[src/rtl/mips_main_control.sv]
`default_nettype none
// ============================================================================
// Module   : mips_main_control
// Purpose  : Main controller FSM for a multicycle MIPS datapath. It steps each
//            instruction through fetch, decode, execute, memory and writeback.
//            It drives datapath enables and mux selects, the 2-bit aluop for
//            the ALU function decoder, and counts retired instructions.
// Revision : 1.0 - initial release
// ----------------------------------------------------------------------------
// Ports
//   clk        in   1   rising-edge clock
//   reset      in   1   asynchronous, active-high
//   op         in   6   instr[31:26]; held stable from DECODE back to FETCH
//   zero       in   1   ALU zero flag
//   mem_ready  in   1   memory access completes this cycle
//   iord       out  1   memory address select (0 PC, 1 ALUOut)
//   memwrite   out  1   memory write strobe
//   irwrite    out  1   instruction register load
//   regdst     out  1   register destination (1 rd, 0 rt)
//   memtoreg   out  1   register write data (1 memory, 0 ALUOut)
//   regwrite   out  1   register file write
//   alusrca    out  1   ALU A select (0 PC, 1 reg A)
//   alusrcb    out  2   ALU B select (00 B, 01 4, 10 imm, 11 imm<<2)
//   aluop      out  2   00 add, 01 subtract, 10 decode funct
//   pcsrc      out  2   PC source (00 ALU, 01 ALUOut, 10 jump target)
//   pcen       out  1   PC write enable
//   illegal    out  1   one-cycle pulse in DECODE for an unsupported op
//   retired    out 32   completed instruction count (wraps)
// ----------------------------------------------------------------------------
// Build option
//   MAIN_CTRL_BNE_EN : when defined, bne (000101) is decoded as a branch
//                      taken on ~zero. When undefined, 000101 is illegal.
// ============================================================================
module mips_main_control (
    input  logic        clk,
    input  logic        reset,
    input  logic [5:0]  op,
    input  logic        zero,
    input  logic        mem_ready,
    output logic        iord,
    output logic        memwrite,
    output logic        irwrite,
    output logic        regdst,
    output logic        memtoreg,
    output logic        regwrite,
    output logic        alusrca,
    output logic [1:0]  alusrcb,
    output logic [1:0]  aluop,
    output logic [1:0]  pcsrc,
    output logic        pcen,
    output logic        illegal,
    output logic [31:0] retired
);

    // Opcodes
    localparam logic [5:0] c_OP_RTYPE = 6'b000000;
    localparam logic [5:0] c_OP_LW    = 6'b100011;
    localparam logic [5:0] c_OP_SW    = 6'b101011;
    localparam logic [5:0] c_OP_BEQ   = 6'b000100;
    localparam logic [5:0] c_OP_ADDI  = 6'b001000;
    localparam logic [5:0] c_OP_J     = 6'b000010;
`ifdef MAIN_CTRL_BNE_EN
    localparam logic [5:0] c_OP_BNE   = 6'b000101;
`endif

    typedef enum logic [3:0] {
        S_FETCH   = 4'd0,
        S_DECODE  = 4'd1,
        S_MEMADR  = 4'd2,
        S_MEMRD   = 4'd3,
        S_MEMWB   = 4'd4,
        S_MEMWR   = 4'd5,
        S_EXECUTE = 4'd6,
        S_ALUWB   = 4'd7,
        S_BRANCH  = 4'd8,
        S_ADDIEX  = 4'd9,
        S_ADDIWB  = 4'd10,
        S_JUMP    = 4'd11
    } state_t;

    state_t      r_state;
    state_t      w_next;
    logic [31:0] r_retired;

    logic        w_iord;
    logic        w_memwrite;
    logic        w_irwrite;
    logic        w_regdst;
    logic        w_memtoreg;
    logic        w_regwrite;
    logic        w_alusrca;
    logic [1:0]  w_alusrcb;
    logic [1:0]  w_aluop;
    logic [1:0]  w_pcsrc;
    logic        w_pcen;
    logic        w_illegal;
    logic        w_retire;
    logic        w_branch_taken;

    // Branch condition: beq takes on zero; bne (when built in) on ~zero.
    // op is still valid in BRANCH because it is held until the next FETCH.
`ifdef MAIN_CTRL_BNE_EN
    assign w_branch_taken = (op == c_OP_BNE) ? ~zero : zero;
`else
    assign w_branch_taken = zero;
`endif

    // ------------------------------------------------------------------
    // State register and retired-instruction counter
    // ------------------------------------------------------------------
    always_ff @(posedge clk or posedge reset) begin
        if (reset) begin
            r_state   <= S_FETCH;
            r_retired <= 32'd0;
        end else begin
            r_state <= w_next;
            if (w_retire) begin
                r_retired <= r_retired + 32'd1;
            end
        end
    end

    // ------------------------------------------------------------------
    // Next-state and Moore output decode
    // ------------------------------------------------------------------
    always_comb begin
        w_next     = S_FETCH;
        w_iord     = 1'b0;
        w_memwrite = 1'b0;
        w_irwrite  = 1'b0;
        w_regdst   = 1'b0;
        w_memtoreg = 1'b0;
        w_regwrite = 1'b0;
        w_alusrca  = 1'b0;
        w_alusrcb  = 2'b00;
        w_aluop    = 2'b00;
        w_pcsrc    = 2'b00;
        w_pcen     = 1'b0;
        w_illegal  = 1'b0;
        w_retire   = 1'b0;

        case (r_state)
            S_FETCH: begin
                // PC + 4 computed in the ALU; IR and PC load together once
                // the instruction word arrives.
                w_alusrcb = 2'b01;
                w_irwrite = mem_ready;
                w_pcen    = mem_ready;
                w_next    = mem_ready ? S_DECODE : S_FETCH;
            end

            S_DECODE: begin
                // Branch target precomputed into ALUOut.
                w_alusrcb = 2'b11;
                case (op)
                    c_OP_LW,
                    c_OP_SW:    w_next = S_MEMADR;
                    c_OP_RTYPE: w_next = S_EXECUTE;
                    c_OP_BEQ:   w_next = S_BRANCH;
`ifdef MAIN_CTRL_BNE_EN
                    c_OP_BNE:   w_next = S_BRANCH;
`endif
                    c_OP_ADDI:  w_next = S_ADDIEX;
                    c_OP_J:     w_next = S_JUMP;
                    default: begin
                        w_next    = S_FETCH;
                        w_illegal = 1'b1;
                    end
                endcase
            end

            S_MEMADR: begin
                w_alusrca = 1'b1;
                w_alusrcb = 2'b10;
                w_next    = (op == c_OP_SW) ? S_MEMWR : S_MEMRD;
            end

            S_MEMRD: begin
                w_iord = 1'b1;
                w_next = mem_ready ? S_MEMWB : S_MEMRD;
            end

            S_MEMWB: begin
                w_regwrite = 1'b1;
                w_memtoreg = 1'b1;
                w_retire   = 1'b1;
                w_next     = S_FETCH;
            end

            S_MEMWR: begin
                // Strobe held for the whole access, accepting cycle included.
                w_iord     = 1'b1;
                w_memwrite = 1'b1;
                w_retire   = mem_ready;
                w_next     = mem_ready ? S_FETCH : S_MEMWR;
            end

            S_EXECUTE: begin
                w_alusrca = 1'b1;
                w_aluop   = 2'b10;
                w_next    = S_ALUWB;
            end

            S_ALUWB: begin
                w_regwrite = 1'b1;
                w_regdst   = 1'b1;
                w_retire   = 1'b1;
                w_next     = S_FETCH;
            end

            S_BRANCH: begin
                w_alusrca = 1'b1;
                w_aluop   = 2'b01;
                w_pcsrc   = 2'b01;
                w_pcen    = w_branch_taken;
                w_retire  = 1'b1;
                w_next    = S_FETCH;
            end

            S_ADDIEX: begin
                w_alusrca = 1'b1;
                w_alusrcb = 2'b10;
                w_next    = S_ADDIWB;
            end

            S_ADDIWB: begin
                w_regwrite = 1'b1;
                w_retire   = 1'b1;
                w_next     = S_FETCH;
            end

            S_JUMP: begin
                w_pcsrc  = 2'b10;
                w_pcen   = 1'b1;
                w_retire = 1'b1;
                w_next   = S_FETCH;
            end

            default: begin
                // Unused encodings recover to FETCH without retiring.
                w_next = S_FETCH;
            end
        endcase
    end

    // ------------------------------------------------------------------
    // Outputs. Reset already forces the state to FETCH asynchronously;
    // the architectural enables are additionally masked so nothing is
    // written while reset is held, even though FETCH gates on mem_ready.
    // ------------------------------------------------------------------
    assign iord     = w_iord;
    assign memwrite = w_memwrite & ~reset;
    assign irwrite  = w_irwrite  & ~reset;
    assign regdst   = w_regdst;
    assign memtoreg = w_memtoreg;
    assign regwrite = w_regwrite & ~reset;
    assign alusrca  = w_alusrca;
    assign alusrcb  = w_alusrcb;
    assign aluop    = w_aluop;
    assign pcsrc    = w_pcsrc;
    assign pcen     = w_pcen & ~reset;
    assign illegal  = w_illegal;
    assign retired  = r_retired;

endmodule
`default_nettype wire

[config.mk]
export PLATFORM = sky130hd
export DESIGN_NAME = mips_main_control
export DESIGN_NICKNAME = d
export VERILOG_FILES = /design/src/rtl/mips_main_control.sv
export SDC_FILE = /design/constraint.sdc
export NUM_CORES = 1
export LEC_CHECK = 0
export CORE_MARGIN = 5
export CORE_UTILIZATION = 44
export DETAILED_ROUTE_END_ITERATION = 8
export GPL_TIMING_DRIVEN = 0
export PLACE_DENSITY = 0.76
export SYNTH_ARGS = -nofsm -noshare
export SYNTH_HDL_FRONTEND = slang
export SYNTH_SLANG_ARGS = --single-unit
[constraint.sdc]
create_clock -name clk -period 3.6 [get_ports clk]
set_input_delay 0.72 -clock clk [delete_from_list [all_inputs] [get_ports clk]]
set_output_delay 0.72 -clock clk [all_outputs]
set_load 0.02 [all_outputs]
==> metrics.md, run 1 <==
| Metric | Value |
|---|---|
| Status | `complete, no violations` |
| CP bufs+invs | `2` |
| DP Cell Count | `slightly above 300` |
| LEAKAGE | `about 1.1 nW` |
| Ant. Diodes | `0` |
| Gr ovfl total | `0` |
| Syn_nets | `209` |
| Vias per cell | `between 5 and 6` |
| IO buf count | `between 50 and 60` |
| Resized cells post-CTS | `0` |
| Max VDD drop | `about 230 uV` |
| DR vias | `~1700` |
| Clock Pin Slew Worst Setup and Hold Paths | `about 0.070 ns` |
| Layout cell share with drive strength beyond 1 | `0.06870` |
| CP Launch Type | `input port` |
| Final Critical Period | `around 3.3 ns` |
| CP Max Fanout | `5` |
| Commonest non-fill, non-tap cell in the layout | `clkdlybuf4s50_1` |
| Routability Congestion | `a little over 0.8` |
| Max-Cap Viols | `0` |
| Yosys warns | `0` |
| Family with the most delay on the worst path | `buffers and inverters` |
| Initial antenna violation count | `0` |
| First-pass GRT wire length | `7072 um` |
| Clock skew | `between 0.004 and 0.005 ns` |
| Avg Cell Area, Syn | `roughly 9.6 um2` |
| Final period util | `0.9171` |
| Num ports | `57` |
| Power per cell area | `468.7 nW/um2` |
| Crit path capture type | `primary output` |
| CTS tree | `done` |
| Die width | `75.90 um` |
| Antenna-violating nets left | `0` |
| WS Path Type | `in -> out` |
| Synth Cell Area | `1911 um2` |
| Final Non-Filler Cells | `314` |
| Drc violations | `0` |
| RSZ-0062 raised after global routing | `no` |
| Final core occ | `0.6116` |
| Core area | `4294 um2` |
| Post-synthesis cell count | `just under 200` |
| Wire length per cell | `13.69 um` |
| Total Wirelength | `roughly 4300 um` |
| Vert. Die Dim | `75.90 um` |
| Clk sink count | `36` |
| Hold_buf cts | `0` |
| Number of global-route vias before repair | `~1600` |
| Die Area | `around 5800 um2` |
| Min-Delay Path Class | `reg -> reg` |
| Cell mode on critical path | `clkdlybuf4s50_1` |
| Final hold vios | `0` |
| Setup_tns | `0 ns` |
| Clk Latency, worst-skew pair | `roughly 0.28 ns` |
| Final setup violating endpoints | `0` |
| Slew HR | `0.4825` |
| Fmax | `between 300 and 400 MHz` |
| Largest net degree at the start of global routing | `37` |
| Synth Register Bits | `36` |
| Area grow syn2layout | `37.46%` |
| CP max stage delay | `0.63 ns` |
| Sequential area share after synthesis | `0.4715` |
| H-tree levels | `2` |
| Initial core utilization | `0.4449` |
| CTS root buf | `clkbuf_8` |
| Total track usage | `0.1599` |
| DR iter-0 viols | `80` |
| Arr. time, crit path | `2.58 ns` |
| Max stage delay cell, worst path | `clkdlybuf4s50_1` |
| DRT Pass-1 Iters | `4` |
| Cell Chain, Critical Path | `clkdlybuf4s50_1 -> xnor2_1 -> nor2_1 -> a21oi_1 -> o41ai_1 -> nor3_1 -> clkdlybuf4s50_1` |
| Pins Over Slew Limit | `0` |
| Final net count | `between 200 and 300` |
| CTS Buf Count | `5` |
| CP Data Required Time | `about 2.9 ns` |
| Std cell rows | `24` |
| Most frequent cells in the layout | `clkdlybuf4s50_1 (56), dfrtp_1 (36), xnor2_1 (24)` |
| Max clock buf depth | `2` |
| Post-DP HPWL | `between 3000 and 4000 um` |
| Measured slew at the worst slew-check pin | `0.7703 ns` |
| Post-CTS Setup Inserts | `0` |
| Pwr Total | `roughly 1.2 mW` |
| Distinct cells, synth | `38` |
## through the flow
step	setup WS [ns]	hold slack (ns)	area, um2
finish	0.2983	0.4762	2626
global route	0.1395	0.4996	2626
CTS	0.3066	0.4829	2626
detailed placement	0.3382	0.4665	2536
global placement	0.3088	0.4663	2536
floorplan	1.125	0.5824	1911
## worst reg2reg max path, cell delays in order (launching register included)
cell	delay, ns
dfrtp_1	0.43
and4_1	0.27
nand4_1	0.18
nor3_1	0.64
nand3_1	0.19
xnor2_1	0.17
## path summary, 6_finish.rpt
path,start,to,slack (ns),depth (start not counted)
setup / recovery,op[3],illegal,0.30,7
hold / removal,retired[31]$_DFFE_PP0P_,retired[31]$_DFFE_PP0P_,0.48,1
setup reg to reg,retired[8]$_DFFE_PP0P_,retired[28]$_DFFE_PP0P_,1.60,5
hold reg to reg,retired[31]$_DFFE_PP0P_,retired[31]$_DFFE_PP0P_,0.48,1
max in group asynchronous,reset,retired[29]$_DFFE_PP0P_,2.11,2
min in group asynchronous,reset,r_state[2]$_DFF_PP0_,1.02,2
## cells in the mapped netlist
cell	count	area, um2
inv_1	1	3.750
or2b_2	2	17.52
and2_1	1	6.260
xnor2_1	24	210.2
nand4_1	8	50.05
nor3_2	1	10.01
and3_1	9	56.30
o21ai_0	2	10.01
or4_4	1	11.26
clkbuf_1	3	11.26
and4_1	2	17.52
or2_2	1	6.260
xor2_1	9	78.83
mux2_2	1	11.26
nor2_1	21	78.83
o221ai_1	1	8.760
o22ai_1	1	6.260
and2b_2	1	8.760
a41o_1	1	10.01
a21oi_1	7	35.03
dfrtp_1	36	900.9
o211ai_1	1	7.510
nand2b_1	3	18.77
nor3_1	12	60.06
a311oi_1	1	8.760
a22oi_4	1	21.27
and2b_1	1	7.510
or3b_2	1	8.760
nor2b_1	3	18.77
nor2b_2	1	8.760
o41ai_1	1	8.760
a31oi_1	3	18.77
ha_1	1	12.51
nor3b_1	1	7.510
nand3_1	15	75.07
nand2_1	18	67.56
clkinv_1	1	3.750
buf_4	1	7.510
## kinds of logic after synthesis
family,synth area share
AOI/OAI and AO/OA,0.07073
xor gates and xnor gates,0.1513
adders and majority gates,0.006548
buffers and inverters,0.01375
DFF,0.4715
muxes,0.005893
and+or+nand+nor,0.2803
## flip-flops by register name, indices dropped and copies added, names as in the netlist
register	cells
retired	32
r_state	4
## cell type report
class / count / area [um2]
Fill cell: 378 / 1668
Multi-Input combinational cell: 156 / 983.4
Timing Repair Buffer: 56 / 560.5
Buffer: 4 / 18.77
Inverter: 2 / 7.507
Sequential cell: 36 / 900.9
Clock buffer: 8 / 90.09
Tap cell: 52 / 65.06
## routing by layer
metal	share of wire	vias up	global-route usage	routed length (um)
met1	0.45	785	0.2158	1938
met5	0	-	0	0
met3	0.050	7	0.04090	213
met2	0.49	45	0.2471	2097
met4	0.011	0	0.05825	48
li1	-	823	-	-
## power by group
| group | total, mW | switching, mW | internal (mW) |
|---|---|---|---|
| clock network | 0.290 | 0.134 | 0.156 |
| logic | 0.467 | 0.261 | 0.206 |
| registers | 0.474 | 0.0400 | 0.434 |
No activity file was read; power rests on OpenSTA's default activity.
==> inputs of run 2 (changes only) <==
CORE_ASPECT_RATIO = 0.7   (was not set)
==> metrics.md, run 2 (synthesis results as in run 1) <==
| Metric | Value |
|---|---|
| Status | `complete, no violations` |
| Pins Over Slew Limit | `0 (unchanged)` |
| Ant. Diodes | `0 (unchanged)` |
| Largest register FFs | `32 (unchanged)` |
| Final net count | `272 (unchanged)` |
| Cell Chain, Critical Path | `clkdlybuf4s50_1 -> xnor2_1 -> nor2_1 -> a21oi_1 -> o41ai_1 -> nor3_1 -> clkdlybuf4s50_1` |
| Std cell rows | `20 (-17%)` |
| WS Path Type | `in -> out` |
| Placed Area | `2540 um2 (+0.15%)` |
| Slew HR | `0.5146 (+0.03203)` |
| Final setup violating endpoints | `0 (unchanged)` |
| Post-CTS Setup Inserts | `0 (unchanged)` |
| Crit path capture type | `primary output` |
| Num ports | `57 (unchanged)` |
| R2r setup slk | `1.57 ns (-0.03 ns)` |
| CP Data Required Time | `2.88 ns (about the same)` |
| Internal power | `0.7726 mW (-3.0%)` |
| Commonest non-fill, non-tap cell in the layout | `clkdlybuf4s50_1` |
| Largest net degree at the start of global routing | `37 (unchanged)` |
| Layout cell share with drive strength beyond 1 | `0.06897 (+0.0002632)` |
| IO buf count | `56 (unchanged)` |
| CP Max Fanout | `5 (unchanged)` |
| Measured slew at the worst slew-check pin | `0.7226 ns (-0.04768 ns)` |
| Pwr Total | `1.206 mW (-2.0%)` |
| Antenna-violating nets left | `0 (unchanged)` |
| Cell mode on critical path | `clkdlybuf4s50_1` |
| Initial antenna violation count | `0 (unchanged)` |
| Total Wirelength | `4372 um (+1.7%)` |
| Final core occ | `0.6117 (about the same)` |
| Post-DP HPWL | `3368 um (+5.1%)` |
| Final hold vios | `0 (unchanged)` |
| Finished Cell Area | `2618 um2 (-0.33%)` |
| CP Launch Type | `input port` |
| P_sw | `0.4333 mW (-0.25%)` |
| Arr. time, crit path | `2.59 ns (about the same)` |
| Clock skew | `0.006074 ns (+0.001999 ns)` |
| Fmax | `302.5 MHz (-0.12%)` |
| Flop pwr share | `0.394 (+0.009)` |
| CTS Buf Count | `5 (unchanged)` |
| CP max stage delay | `0.63 ns (about the same)` |
| Routability Congestion | `0.8754 (+8.5%)` |
| Power per cell area | `460.7 nW/um2 (-1.7%)` |
| Sw Share | `0.3593 (+0.006381)` |
| Vert. Die Dim | `65.13 um (-14%)` |
| Gr ovfl total | `0 (unchanged)` |
| Logic pwr share | `0.388 (+0.009)` |
| Final period util | `0.9182 (+0.001091)` |
| Area grow syn2layout | `37.00%` |
| Max stage delay cell, worst path | `clkdlybuf4s50_1` |
| R2R depth | `5 (unchanged)` |
| Clock Pin Slew Worst Setup and Hold Paths | `0.07 ns (about the same)` |
| First-pass GRT wire length | `7624 um (+7.8%)` |
| Hold path depth | `1 (unchanged)` |
| CTS tree | `done` |
| RSZ-0062 raised after global routing | `no` |
| Initial core utilization | `0.4465 (+0.001561)` |
| Resized cells post-CTS | `0 (unchanged)` |
| DRT Pass-1 Iters | `5 (+1)` |
| H-tree levels | `2 (unchanged)` |
| Final Critical Period | `3.306 ns (+0.003927 ns)` |
| DR vias | `1690 (+1.8%)` |
| Die Area | `5781 um2 (+0.36%)` |
| CTS root buf | `clkbuf_8` |
| Total track usage | `0.1667 (+0.006853)` |
| Core area | `4279 um2 (-0.35%)` |
| Max clock buf depth | `2 (unchanged)` |
| Number of global-route vias before repair | `1597 (+1.8%)` |
| FF-to-FF Start | `retired[8]$_DFFE_PP0P_` |
| Clk Latency, worst-skew pair | `0.28 ns (about the same)` |
| Setup_tns | `0 ns (unchanged)` |
| Max-Cap Viols | `0 (unchanged)` |
| Wire length per cell | `13.84 um (+1.1%)` |
| Hold_buf cts | `0 (unchanged)` |
| Drc violations | `0 (unchanged)` |
| Vias per cell | `5.348 (+1.2%)` |
| Max VDD drop | `247.9 uV (+6.2%)` |
| R2r endpoint | `retired[26]$_DFFE_PP0P_` |
| DR iter-0 viols | `93 (+16%)` |
| LEAKAGE | `1.095 nW (-0.41%)` |
| Min-Delay Path Class | `reg -> reg` |
| Most frequent cells in the layout | `clkdlybuf4s50_1 (56), dfrtp_1 (36), xnor2_1 (24)` |
| Die width | `88.76 um (+17%)` |
| CP bufs+invs | `2 (unchanged)` |
| Worst Hold Endpoint | `retired[31]$_DFFE_PP0P_` |
| Family with the most delay on the worst path | `buffers and inverters` |
| Clk sink count | `36 (unchanged)` |
| Hold wc startpoint | `retired[31]$_DFFE_PP0P_` |
| Clock share of power | `0.219 (-0.016)` |
| Fin Hold WS | `0.4774 ns (+0.001147 ns)` |
[run 2: final cells by class]
| type | instances | area, um2 |
|---|---|---|
| well taps | 55 | 68.82 |
| inverters | 2 | 7.507 |
| multi-input cells | 156 | 983.4 |
| plain buffers | 4 | 18.77 |
| clock buffers | 6 | 72.57 |
| fillers | 368 | 1662 |
| clock inverters | 1 | 5.005 |
| repair buffers | 56 | 560.5 |
| flip-flops and latches | 36 | 900.9 |
[run 2: per-stage QoR]
step / cells / setup slack, ns
2_1_floorplan: 198 / 1.125
3_3_place_gp: 309 / 0.3156
3_5_place_dp: 309 / 0.3283
4_1_cts: 316 / 0.2900
5_1_grt: 316 / 0.07350
6_report: 316 / 0.2944
[run 2: worst max path at each step]
stage,endpoint,from,cells past startpoint,slack [ns]
finish,illegal,op[3],7,0.29
global route,illegal,op[3],7,0.07
CTS,illegal,op[3],7,0.29
detailed placement,illegal,op[3],7,0.33
global placement,illegal,op[3],7,0.32
floorplan,irwrite,r_state[2]$_DFF_PP0_,3,1.13
[run 2: routing by layer]
layer | vias to the layer above | global-route usage | routed length (um)
li1 | 820 | - | -
met1 | 821 | 0.2421 | 2124
met2 | 47 | 0.2444 | 1969
met3 | 2 | 0.04762 | 264
met4 | 0 | 0.03962 | 14
met5 | - | 0 | 0
[run 2: power by group through the flow]
stage | sequential [mW] | clock (mW) | combinational, mW
6_report | 0.475 | 0.264 | 0.468
5_1_grt | 0.482 | 0.294 | 0.518
4_1_cts | 0.475 | 0.271 | 0.468
3_5_place_dp | 0.482 | 0 | 0.466
3_3_place_gp | 0.481 | 0 | 0.462
2_1_floorplan | 0.494 | 0 | 0.274
[run 2: worst register-to-register path, delay by kind of cell (launching register included)]
kind	cells	cell delay, ns
and+or+nand+nor	4	1.29
DFF	1	0.44
xor gates and xnor gates	1	0.18
==> inputs of run 3 (changes only) <==
CAP_MARGIN = 20   (was not set)
CORE_ASPECT_RATIO = 0.9   (was 0.7)
==> metrics.md, run 3 (synthesis results as in run 1) <==
| Metric | Value |
|---|---|
| Min-Delay Path Class | `reg -> reg` |
| Setup_tns | `0 ns (unchanged)` |
| WS Path Type | `in -> out` |
| Max clock buf depth | `2 (unchanged)` |
| Clk Latency, worst-skew pair | `0.28 ns (about the same)` |
| Final core occ | `0.6415 (+0.02982)` |
| Largest net degree at the start of global routing | `22 (-41%)` |
| Fmax | `305.9 MHz (+1.1%)` |
| Measured slew at the worst slew-check pin | `0.8410 ns (+0.1184 ns)` |
| Core area | `4129 um2 (-3.5%)` |
| DR iter-0 viols | `58 (-38%)` |
| Power per cell area | `463.9 nW/um2 (+0.69%)` |
| Initial antenna violation count | `0 (unchanged)` |
| First-pass GRT wire length | `7162 um (-6.1%)` |
| DRT Pass-1 Iters | `4 (-1)` |
| DP Cell Count | `303 (-1.9%)` |
| Max Used Layer | `met4` |
| Clock share of power | `0.234 (+0.015)` |
| Total track usage | `0.1562 (-0.01048)` |
| CTS root buf | `clkbuf_8` |
| Internal power | `0.7995 mW (+3.5%)` |
| Initial core utilization | `0.4627 (+0.01624)` |
| Max VDD drop | `292.3 uV (+18%)` |
| Final period util | `0.9080 (-0.01026)` |
| Vert. Die Dim | `72.52 um (+11%)` |
| Met1 WL | `1999 um (-5.9%)` |
| Status | `complete, no violations` |
| Post-CTS Setup Inserts | `0 (unchanged)` |
| Wire length per cell | `13.53 um (-2.2%)` |
| DR vias | `1633 (-3.4%)` |
| Commonest non-fill, non-tap cell in the layout | `clkdlybuf4s50_1` |
| Number of global-route vias before repair | `1593 (-0.25%)` |
| Slew HR | `0.4387 (-0.07582)` |
| Final Critical Period | `3.269 ns (-0.03693 ns)` |
| R2r setup slk | `1.66 ns (+0.09 ns)` |
| WL met3 | `205 um (-22%)` |
| Cell Chain, Critical Path | `clkdlybuf4s50_1 -> xnor2_1 -> nor2_1 -> a21oi_1 -> o41ai_1 -> nor3_1 -> clkdlybuf4s50_1` |
| Crit path to | `illegal` |
| CTS tree | `done` |
| Resized cells post-CTS | `0 (unchanged)` |
| R2r endpoint | `retired[28]$_DFFE_PP0P_` |
| Sw Share | `0.3494 (-0.009948)` |
| Flop pwr share | `0.387 (-0.007)` |
| Clock Pin Slew Worst Setup and Hold Paths | `0.06 ns (about the same)` |
| R2R depth | `5 (unchanged)` |
| Layout cell share with drive strength beyond 1 | `0.06844 (-0.0005245)` |
| P_sw | `0.4293 mW (-0.92%)` |
| Largest register FFs | `32 (unchanged)` |
| Antenna-violating nets left | `0 (unchanged)` |
| Routability Congestion | `0.8057 (-8.0%)` |
| Hold_buf cts | `0 (unchanged)` |
| Logic pwr share | `0.379 (-0.009)` |
| Pins Over Slew Limit | `0 (unchanged)` |
| Total Wirelength | `4207 um (-3.8%)` |
| CP startpoint | `op[3]` |
| Std cell rows | `22 (+10%)` |
| Cell mode on critical path | `clkdlybuf4s50_1` |
| CP Max Fanout | `5 (unchanged)` |
| Final net count | `273 (+0.37%)` |
| Max stage delay cell, worst path | `clkdlybuf4s50_1` |
| Arr. time, crit path | `2.55 ns (-0.04 ns)` |
| CP Launch Type | `input port` |
| Die Area | `5762 um2 (-0.33%)` |
| CTS Buf Count | `5 (unchanged)` |
| H-tree levels | `2 (unchanged)` |
| IO buf count | `56 (unchanged)` |
| Clock skew | `0.01065 ns (+0.004579 ns)` |
| FF-to-FF Start | `retired[8]$_DFFE_PP0P_` |
| Max-Cap Viols | `0 (unchanged)` |
| Final setup violating endpoints | `0 (unchanged)` |
| Fillers | `345 (-6.3%)` |
| Gr ovfl total | `0 (unchanged)` |
| Post-DP HPWL | `3280 um (-2.6%)` |
| Drc violations | `0 (unchanged)` |
| CP Data Required Time | `2.88 ns (about the same)` |
| Routed wl met2 | `1954 um (-0.76%)` |
| Final hold vios | `0 (unchanged)` |
| CP max stage delay | `0.63 ns (about the same)` |
| Vias per cell | `5.251 (-1.8%)` |
| Area grow syn2layout | `38.64%` |
| Num ports | `57 (unchanged)` |
| Final Non-Filler Cells | `311 (-1.6%)` |
| RSZ-0062 raised after global routing | `no` |
| Clk sink count | `36 (unchanged)` |
| LEAKAGE | `1.114 nW (+1.7%)` |
| Most frequent cells in the layout | `clkdlybuf4s50_1 (56), dfrtp_1 (36), xnor2_1 (24)` |
| Ant. Diodes | `0 (unchanged)` |
| Crit path capture type | `primary output` |
| Die width | `79.46 um (-10%)` |
-- run 3: cell types whose count changed in the layout (fill, tap and decap cells not counted), sizes merged --
| cell | before | now |
|---|---|---|
| buf | 1 | 2 |
| clkbuf | 9 | 11 |
| clkinv | 2 | 1 |
-- run 3: power groups by stage --
stage               clock (mW)  combinational, mW  sequential, mW
floorplan                    0              0.274           0.494
global placement             0              0.460           0.481
detailed placement           0              0.466           0.483
CTS                      0.300              0.468           0.475
global route             0.312              0.508           0.483
finish                   0.287              0.466           0.476
-- run 3: worst min path at each step --
stage                               to  slack (ns)  cells after the start                     from
2_1_floorplan  retired[31]$_DFFE_PP0P_        0.58                      1  retired[31]$_DFFE_PP0P_
3_3_place_gp   retired[31]$_DFFE_PP0P_        0.46                      1  retired[31]$_DFFE_PP0P_
3_5_place_dp   retired[31]$_DFFE_PP0P_        0.47                      1  retired[31]$_DFFE_PP0P_
4_1_cts        retired[31]$_DFFE_PP0P_        0.48                      1  retired[31]$_DFFE_PP0P_
5_1_grt        retired[11]$_DFFE_PP0P_        0.52                      1  retired[11]$_DFFE_PP0P_
6_report       retired[31]$_DFFE_PP0P_        0.47                      1  retired[31]$_DFFE_PP0P_
-- run 3: worst max-delay path, delay by kind of cell --
| kind | cells | cell delay, ns |
|---|---|---|
| buf+inv | 2 | 1.12 |
| xor+xnor | 1 | 0.25 |
| simple gates | 2 | 0.25 |
| compound gates | 2 | 0.21 |
-- run 3: layer usage --
metal  global-route usage  vias up
met5                    0        -
met4              0.05344        0
met3              0.04591        5
met2               0.2521       42
met1               0.2003      763
li1                     -      823
-- run 3: final cells by class --
| type | count | area (um2) | area share |
|---|---|---|---|
| inverter | 2 | 7.507 | 0.002834 |
| timing repair buffer | 57 | 588.1 | 0.2220 |
| sequential | 36 | 900.9 | 0.3401 |
| tap | 48 | 60.06 | 0.02267 |
| clock buffer | 8 | 90.09 | 0.03401 |
| buffer | 4 | 18.77 | 0.007085 |
| multi-input combinational | 156 | 983.4 | 0.3713 |
-- run 3: per-stage QoR --
| stage | setup slack (ns) | hold slack, ns | cell area [um2] | total power [mW] |
|---|---|---|---|---|
| 2_1_floorplan | 1.125 | 0.5824 | 1911 | 0.7679 |
| 3_3_place_gp | 0.3291 | 0.4610 | 2531 | 0.9413 |
| 3_5_place_dp | 0.3382 | 0.4673 | 2559 | 0.9484 |
| 4_1_cts | 0.3056 | 0.4763 | 2649 | 1.243 |
| 5_1_grt | 0.2079 | 0.5192 | 2649 | 1.303 |
| 6_report | 0.3314 | 0.4709 | 2649 | 1.229 |
